`config.mk`:
```
export PLATFORM = sky130hd
export DESIGN_NAME = sram_arbiter
export DESIGN_NICKNAME = d
export VERILOG_FILES = /design/src/rtl/sram_arbiter.sv
export SDC_FILE = /design/constraint.sdc
export NUM_CORES = 1
export LEC_CHECK = 0
export CORE_ASPECT_RATIO = 1.4
export CORE_MARGIN = 2
export CORE_UTILIZATION = 50
export DETAILED_ROUTE_END_ITERATION = 10
export DONT_BUFFER_PORTS = 1
export SETUP_SLACK_MARGIN = 0.1
export SYNTH_ARGS = -nofsm -noshare
export SYNTH_HDL_FRONTEND = slang
export SYNTH_SLANG_ARGS = --single-unit
```
`constraint.sdc`:
```
create_clock -name clk -period 3 [get_ports clk]
set_input_delay 0 -clock clk [delete_from_list [all_inputs] [get_ports clk]]
set_output_delay 0 -clock clk [all_outputs]
set_load 0.01 [all_outputs]
```
`src/rtl/sram_arbiter.sv`:
```
// sram_arbiter: two-port arbiter and half-word timing sequencer for a 16-bit asynchronous SRAM
module sram_arbiter #(
    parameter int SRAM_AW = 18,
    parameter int WAIT_CYCLES = 1
) (
    input  logic               clk,
    input  logic               reset,
    input  logic               p0_cmd_valid,
    output logic               p0_cmd_ready,
    input  logic               p0_cmd_write,
    input  logic [SRAM_AW-2:0] p0_cmd_addr,
    input  logic [31:0]        p0_cmd_wdata,
    input  logic [3:0]         p0_cmd_mask,
    output logic               p0_rsp_valid,
    output logic [31:0]        p0_rsp_rdata,
    input  logic               p1_cmd_valid,
    output logic               p1_cmd_ready,
    input  logic               p1_cmd_write,
    input  logic [SRAM_AW-2:0] p1_cmd_addr,
    input  logic [31:0]        p1_cmd_wdata,
    input  logic [3:0]         p1_cmd_mask,
    output logic               p1_rsp_valid,
    output logic [31:0]        p1_rsp_rdata,
    output logic [SRAM_AW-1:0] sram_addr,
    input  logic [15:0]        sram_dat_read,
    output logic [15:0]        sram_dat_write,
    output logic               sram_dat_writeEnable,
    output logic               sram_cs,
    output logic               sram_we,
    output logic               sram_oe,
    output logic               sram_lb,
    output logic               sram_ub
);
    typedef enum logic [2:0] {IDLE, SETUP, ACCESS, HOLD, DONE} state_t;
    state_t state;
    logic last_grant, wr, half;
    logic [SRAM_AW-2:0] addr, in_addr, src_addr;
    logic [31:0] wdata, rdata, in_wdata, src_wdata;
    logic [3:0] mask, cnt, in_mask, src_mask;
    logic [1:0] src_bm;
    logic sel1, grant, in_wr, skip, more, go_setup, src_wr, src_half;

    assign p0_cmd_ready = grant & ~sel1;
    assign p1_cmd_ready = grant & sel1;
    assign p0_rsp_rdata = rdata;
    assign p1_rsp_rdata = rdata;

    // Arbitration (lone requester wins, contention goes to the port that lost last) and next SETUP pin values
    always_comb begin
        sel1 = p1_cmd_valid & (~p0_cmd_valid | ~last_grant);
        grant = (state == IDLE) & (p0_cmd_valid | p1_cmd_valid);
        in_wr = sel1 ? p1_cmd_write : p0_cmd_write;
        in_addr = sel1 ? p1_cmd_addr : p0_cmd_addr;
        in_wdata = sel1 ? p1_cmd_wdata : p0_cmd_wdata;
        in_mask = sel1 ? p1_cmd_mask : p0_cmd_mask;
        skip = in_wr & (in_mask == 4'd0);
        more = ~half & (~wr | (mask[3:2] != 2'd0));
        go_setup = (grant & ~skip) | ((state == HOLD) & more);
        src_wr = (state == IDLE) ? in_wr : wr;
        src_addr = (state == IDLE) ? in_addr : addr;
        src_wdata = (state == IDLE) ? in_wdata : wdata;
        src_mask = (state == IDLE) ? in_mask : mask;
        src_half = (state == IDLE) ? (in_wr & (in_mask[1:0] == 2'd0)) : 1'b1;
        src_bm = src_half ? src_mask[3:2] : src_mask[1:0];
    end

    // Sequencer: every SRAM pin is registered so it is stable for the whole state it belongs to
    always_ff @(posedge clk) begin
        if (reset) begin
            state <= IDLE;
            last_grant <= 1'b1;
            wr <= 1'b0;
            half <= 1'b0;
            addr <= '0;
            wdata <= '0;
            mask <= '0;
            cnt <= '0;
            rdata <= '0;
            p0_rsp_valid <= 1'b0;
            p1_rsp_valid <= 1'b0;
            sram_addr <= '0;
            sram_dat_write <= '0;
            sram_dat_writeEnable <= 1'b0;
            sram_cs <= 1'b1;
            sram_we <= 1'b1;
            sram_oe <= 1'b1;
            sram_lb <= 1'b1;
            sram_ub <= 1'b1;
        end else begin
            p0_rsp_valid <= 1'b0;
            p1_rsp_valid <= 1'b0;
            case (state)
                IDLE: if (grant) begin
                    wr <= in_wr;
                    addr <= in_addr;
                    wdata <= in_wdata;
                    mask <= in_mask;
                    last_grant <= sel1;
                    state <= skip ? DONE : SETUP;
                    p0_rsp_valid <= skip & ~sel1;
                    p1_rsp_valid <= skip & sel1;
                end
                SETUP: begin
                    state <= ACCESS;
                    cnt <= 4'(WAIT_CYCLES - 1);
                    sram_we <= ~wr;
                end
                ACCESS: if (cnt == 4'd0) begin
                    if (!wr && half) rdata[31:16] <= sram_dat_read;
                    if (!wr && !half) rdata[15:0] <= sram_dat_read;
                    state <= HOLD;
                    sram_we <= 1'b1;
                    sram_oe <= 1'b1;
                end else begin
                    cnt <= cnt - 4'd1;
                end
                HOLD: begin
                    state <= more ? SETUP : DONE;
                    if (!more) begin
                        p0_rsp_valid <= ~last_grant;
                        p1_rsp_valid <= last_grant;
                        sram_cs <= 1'b1;
                        sram_lb <= 1'b1;
                        sram_ub <= 1'b1;
                        sram_dat_writeEnable <= 1'b0;
                    end
                end
                default: state <= IDLE;
            endcase
            if (go_setup) begin
                half <= src_half;
                sram_addr <= {src_addr, src_half};
                sram_cs <= 1'b0;
                sram_we <= 1'b1;
                sram_oe <= src_wr;
                sram_lb <= src_wr & ~src_bm[0];
                sram_ub <= src_wr & ~src_bm[1];
                sram_dat_writeEnable <= src_wr;
                if (src_wr) sram_dat_write <= src_half ? src_wdata[31:16] : src_wdata[15:0];
            end
        end
    end
endmodule
```
==> results_dict.tcl <==
set metrics [dict create \
    outcome "completed" \
    dr.pass1.iters 5 \
    slew_violations 0 \
    synth_edf_count 0 \
    r2r_end "sram_addr[16]" \
    critPathKind "register to register" \
    power_density_nw_per_um2 694 \
    crit_path_top_delay_cell "dlygate4sd3_1" \
    seqPwrFrac 0.393 \
    grt_usage 0.251 \
    synth_nets 826 \
    post-route-period-util 0.880 \
    cp_cell_sequence "a21bo_2 > buf_4 > mux2i_1 > dlygate4sd3_1 > nand2_1 > o211ai_1 > a21oi_1" \
    fin_worst_skew_ps 12.0 \
    cts_made_buffers 17 \
    arrival_ps 2910 \
    diodes 0 \
    num_rows 46 \
    viasPerCell 5.85 \
    start_util 0.512 \
    clkPwrFrac 0.411 \
    antenna_found_initial 0 \
    multi_input_area_um2 2900 \
    power_leakage_nw 2.97 \
    grt_max_degree 101 \
    regToRegStartpoint "last_grant" \
    root_buffer "clkbuf_16" \
    route.detailed.drc 0 \
    seqCellArea_um2 2360 \
    crit_fanout 48 \
    yosysSeqAreaShare 0.409 \
    clk_pin_slew_ps 50 \
    switching_share 0.294 \
    synth_ff_type "dfxtp_1" \
    syn_inst 696 \
    power_frac_comb 0.196 \
    drive_gt1_frac 0.0860 \
    holdPathEnd "sram_addr[1]" \
    area_delta_synth_final_pct 24.1 \
    max_freq_ghz 0.379 \
    dieWidth_um 94.8 \
    setup_tns_ps 0 \
    netlist_area_um2 5770 \
    grt_pass1_vias 5071 \
    hold_viol 0 \
    clk_path_buf_depth 2 \
    post-dp-hpwl_um 9880 \
    io_pins 236 \
    grt_pass1_wl_um 24900 \
    nNetsFinal 861 \
    cap_viol_max_count 0 \
    critPathRequiredTime_ps 3270 \
    yosysMostFrequentCell "dfxtp_1" \
    die_area_um2 12400 \
    cts_tree "yes" \
    synthDistinctLibCells 53 \
    yosys.area.top_type "dfxtp_1" \
    worst_pin_slew_ps 1100 \
    max_slew_margin 0.263 \
    end_kind "register" \
    globalplace.congestion 0.847 \
    clk_latency_ps 400 \
    vias 5194 \
    n_fill_cell 983 \
    synth_area_leaders "dfxtp_1 41%, mux2i_1 8.8%, nand2_1 7.2%" \
    setup_viol 0 \
    h-tree-depth 4 \
    wl_um 15600 \
    ys_seq_elements 118 \
    period_needed_ps 2640 \
    die_h_um 131 \
    place.port_buffers 0 \
    worstHoldStart "p0_cmd_addr[0]" \
    grt_overflow 0 \
    grt_setup_unrepaired "false" \
    p_int_mw 3.51 \
    synth_commonest_cells "118 x dfxtp_1, 111 x nand2_1, 86 x nor2_1, 61 x a21oi_1, 51 x mux2i_1" \
    r2r_slack_ps 360 \
    core_area_um2 11300 \
    slowest_delay_ps 610 \
    worstSetupStartpointType "register" \
    r2r_cells 7 \
    clock-sinks 118 \
    async_reset_ff_frac 0 \
    vdd_drop_max_mv 0.368 \
    hp-class "input pin to register" \
    synth_top_area_share 0.409 \
    postPlaceCellArea_um2 5580 \
    min_path_cells 4 \
    power.switching_mw 1.46 \
    antenna_left 0 \
    syn_avg_cell_area_um2 8.30 \
    wl_per_cell_um 17.6 \
    setup.worst_path.start "last_grant" \
    stdcell_area_um2 7170 \
    ys_warn_count 0 \
    drt-initial-drc-count 215 \
]
## metal layers
layer,part of all wire,track usage,vias to the layer above
li1,-,-,2515
met1,0.39,0.291,2439
met2,0.51,0.430,224
met3,0.083,0.0740,16
met4,0.018,0.0870,0
met5,0,0,-
## state kept, by name, indices dropped and copies added, names as in the netlist
register / count
state: 3
cnt: 4
wdata: 16
last_grant: 1
sram_lb: 1
sram_addr: 18
sram_ub: 1
wr: 1
p1_rsp_valid: 1
addr: 17
sram_oe: 1
sram_dat_write: 16
p0_rsp_rdata: 32
mask: 2
p0_rsp_valid: 1
sram_cs: 1
sram_we: 1
sram_dat_writeEnable: 1
## power by group through the flow
| stage | clock, mW | sequential [mW] | combinational, mW |
|---|---|---|---|
| CTS | 2.09 | 1.96 | 0.965 |
| floorplan | 0 | 1.92 | 0.706 |
| global placement | 0 | 1.98 | 0.769 |
| detailed placement | 0 | 1.99 | 0.787 |
| global route | 2.17 | 1.98 | 1.08 |
| finish | 2.04 | 1.96 | 0.972 |
## metrics by stage
| stage | setup WS, ps | cells | hold slack, ps | power [mW] | utilization |
|---|---|---|---|---|---|
| finish | 361 | 888 | 6.12 | 4.97 | 0.635 |
| global route | 148 | 888 | 28.6 | 5.23 | 0.635 |
| CTS | 432 | 888 | 6.47 | 5.01 | 0.635 |
| detailed placement | 497 | 760 | 81.0 | 2.78 | 0.495 |
| global placement | 587 | 760 | 79.2 | 2.75 | 0.495 |
| floorplan | 768 | 696 | 144 | 2.62 | - |
## area by class of cell
type | count | share of cell area
Sequential cell | 118 | 0.330
Tap cell | 144 | 0.0251
Clock inverter | 15 | 0.0253
Clock buffer | 17 | 0.0594
Multi-Input combinational cell | 478 | 0.404
Timing Repair Buffer | 111 | 0.154
Inverter | 5 | 0.00262
## worst max-delay path: cells and delay by family (launching register included)
family | cells | cell delay [ps]
buf+inv | 2 | 1170
compound gates | 3 | 590
mux | 1 | 280
simple gates | 1 | 60
flops | 1 | 410
## worst max-delay path by stage
stage	cells after the start	slack, ps	endpoint
after floorplan	10	770	p0_rsp_rdata[10]
after global placement	5	590	sram_dat_write[9]
after detailed placement	5	500	sram_dat_write[3]
after CTS	7	430	sram_addr[14]
after global routing	7	150	sram_addr[16]
final	7	360	sram_addr[16]
## cells in the final DEF, fill, tap and decap left out, drive strengths merged, types with 4 or more instances in the layout
| cell | n |
|---|---|
| a22o | 16 |
| nand2 | 111 |
| a21oi | 62 |
| dlygate4sd3 | 95 |
| clkinv | 6 |
| clkbuf | 17 |
| o21ai | 6 |
| a22oi | 5 |
| nor3b | 4 |
| clkinvlp | 5 |
| nor3 | 21 |
| nor2 | 86 |
| dfxtp | 118 |
| o211ai | 20 |
| inv | 6 |
| a211oi | 18 |
| buf | 16 |
| a221o | 16 |
| mux2i | 51 |
| or3b | 4 |
| a311oi | 18 |
## timing repair
action	in CTS	in global routing
resized for setup	0	0
hold buffers	96	0
buffers inserted	0	0
endpoints found under the hold margin	102	0
## cells by family (layout without fill, tap and decap cells)
group,after synthesis,after routing,share of synthesized area
adders and majority gates,2,2,0.00433
DFF,118,118,0.409
AOI/OAI and AO/OA,175,175,0.217
muxes,51,51,0.0884
buffers and inverters,100,148,0.0914
and+or+nand+nor,248,248,0.187
xor gates and xnor gates,2,2,0.00303
Power figures use the tool's default switching activity.
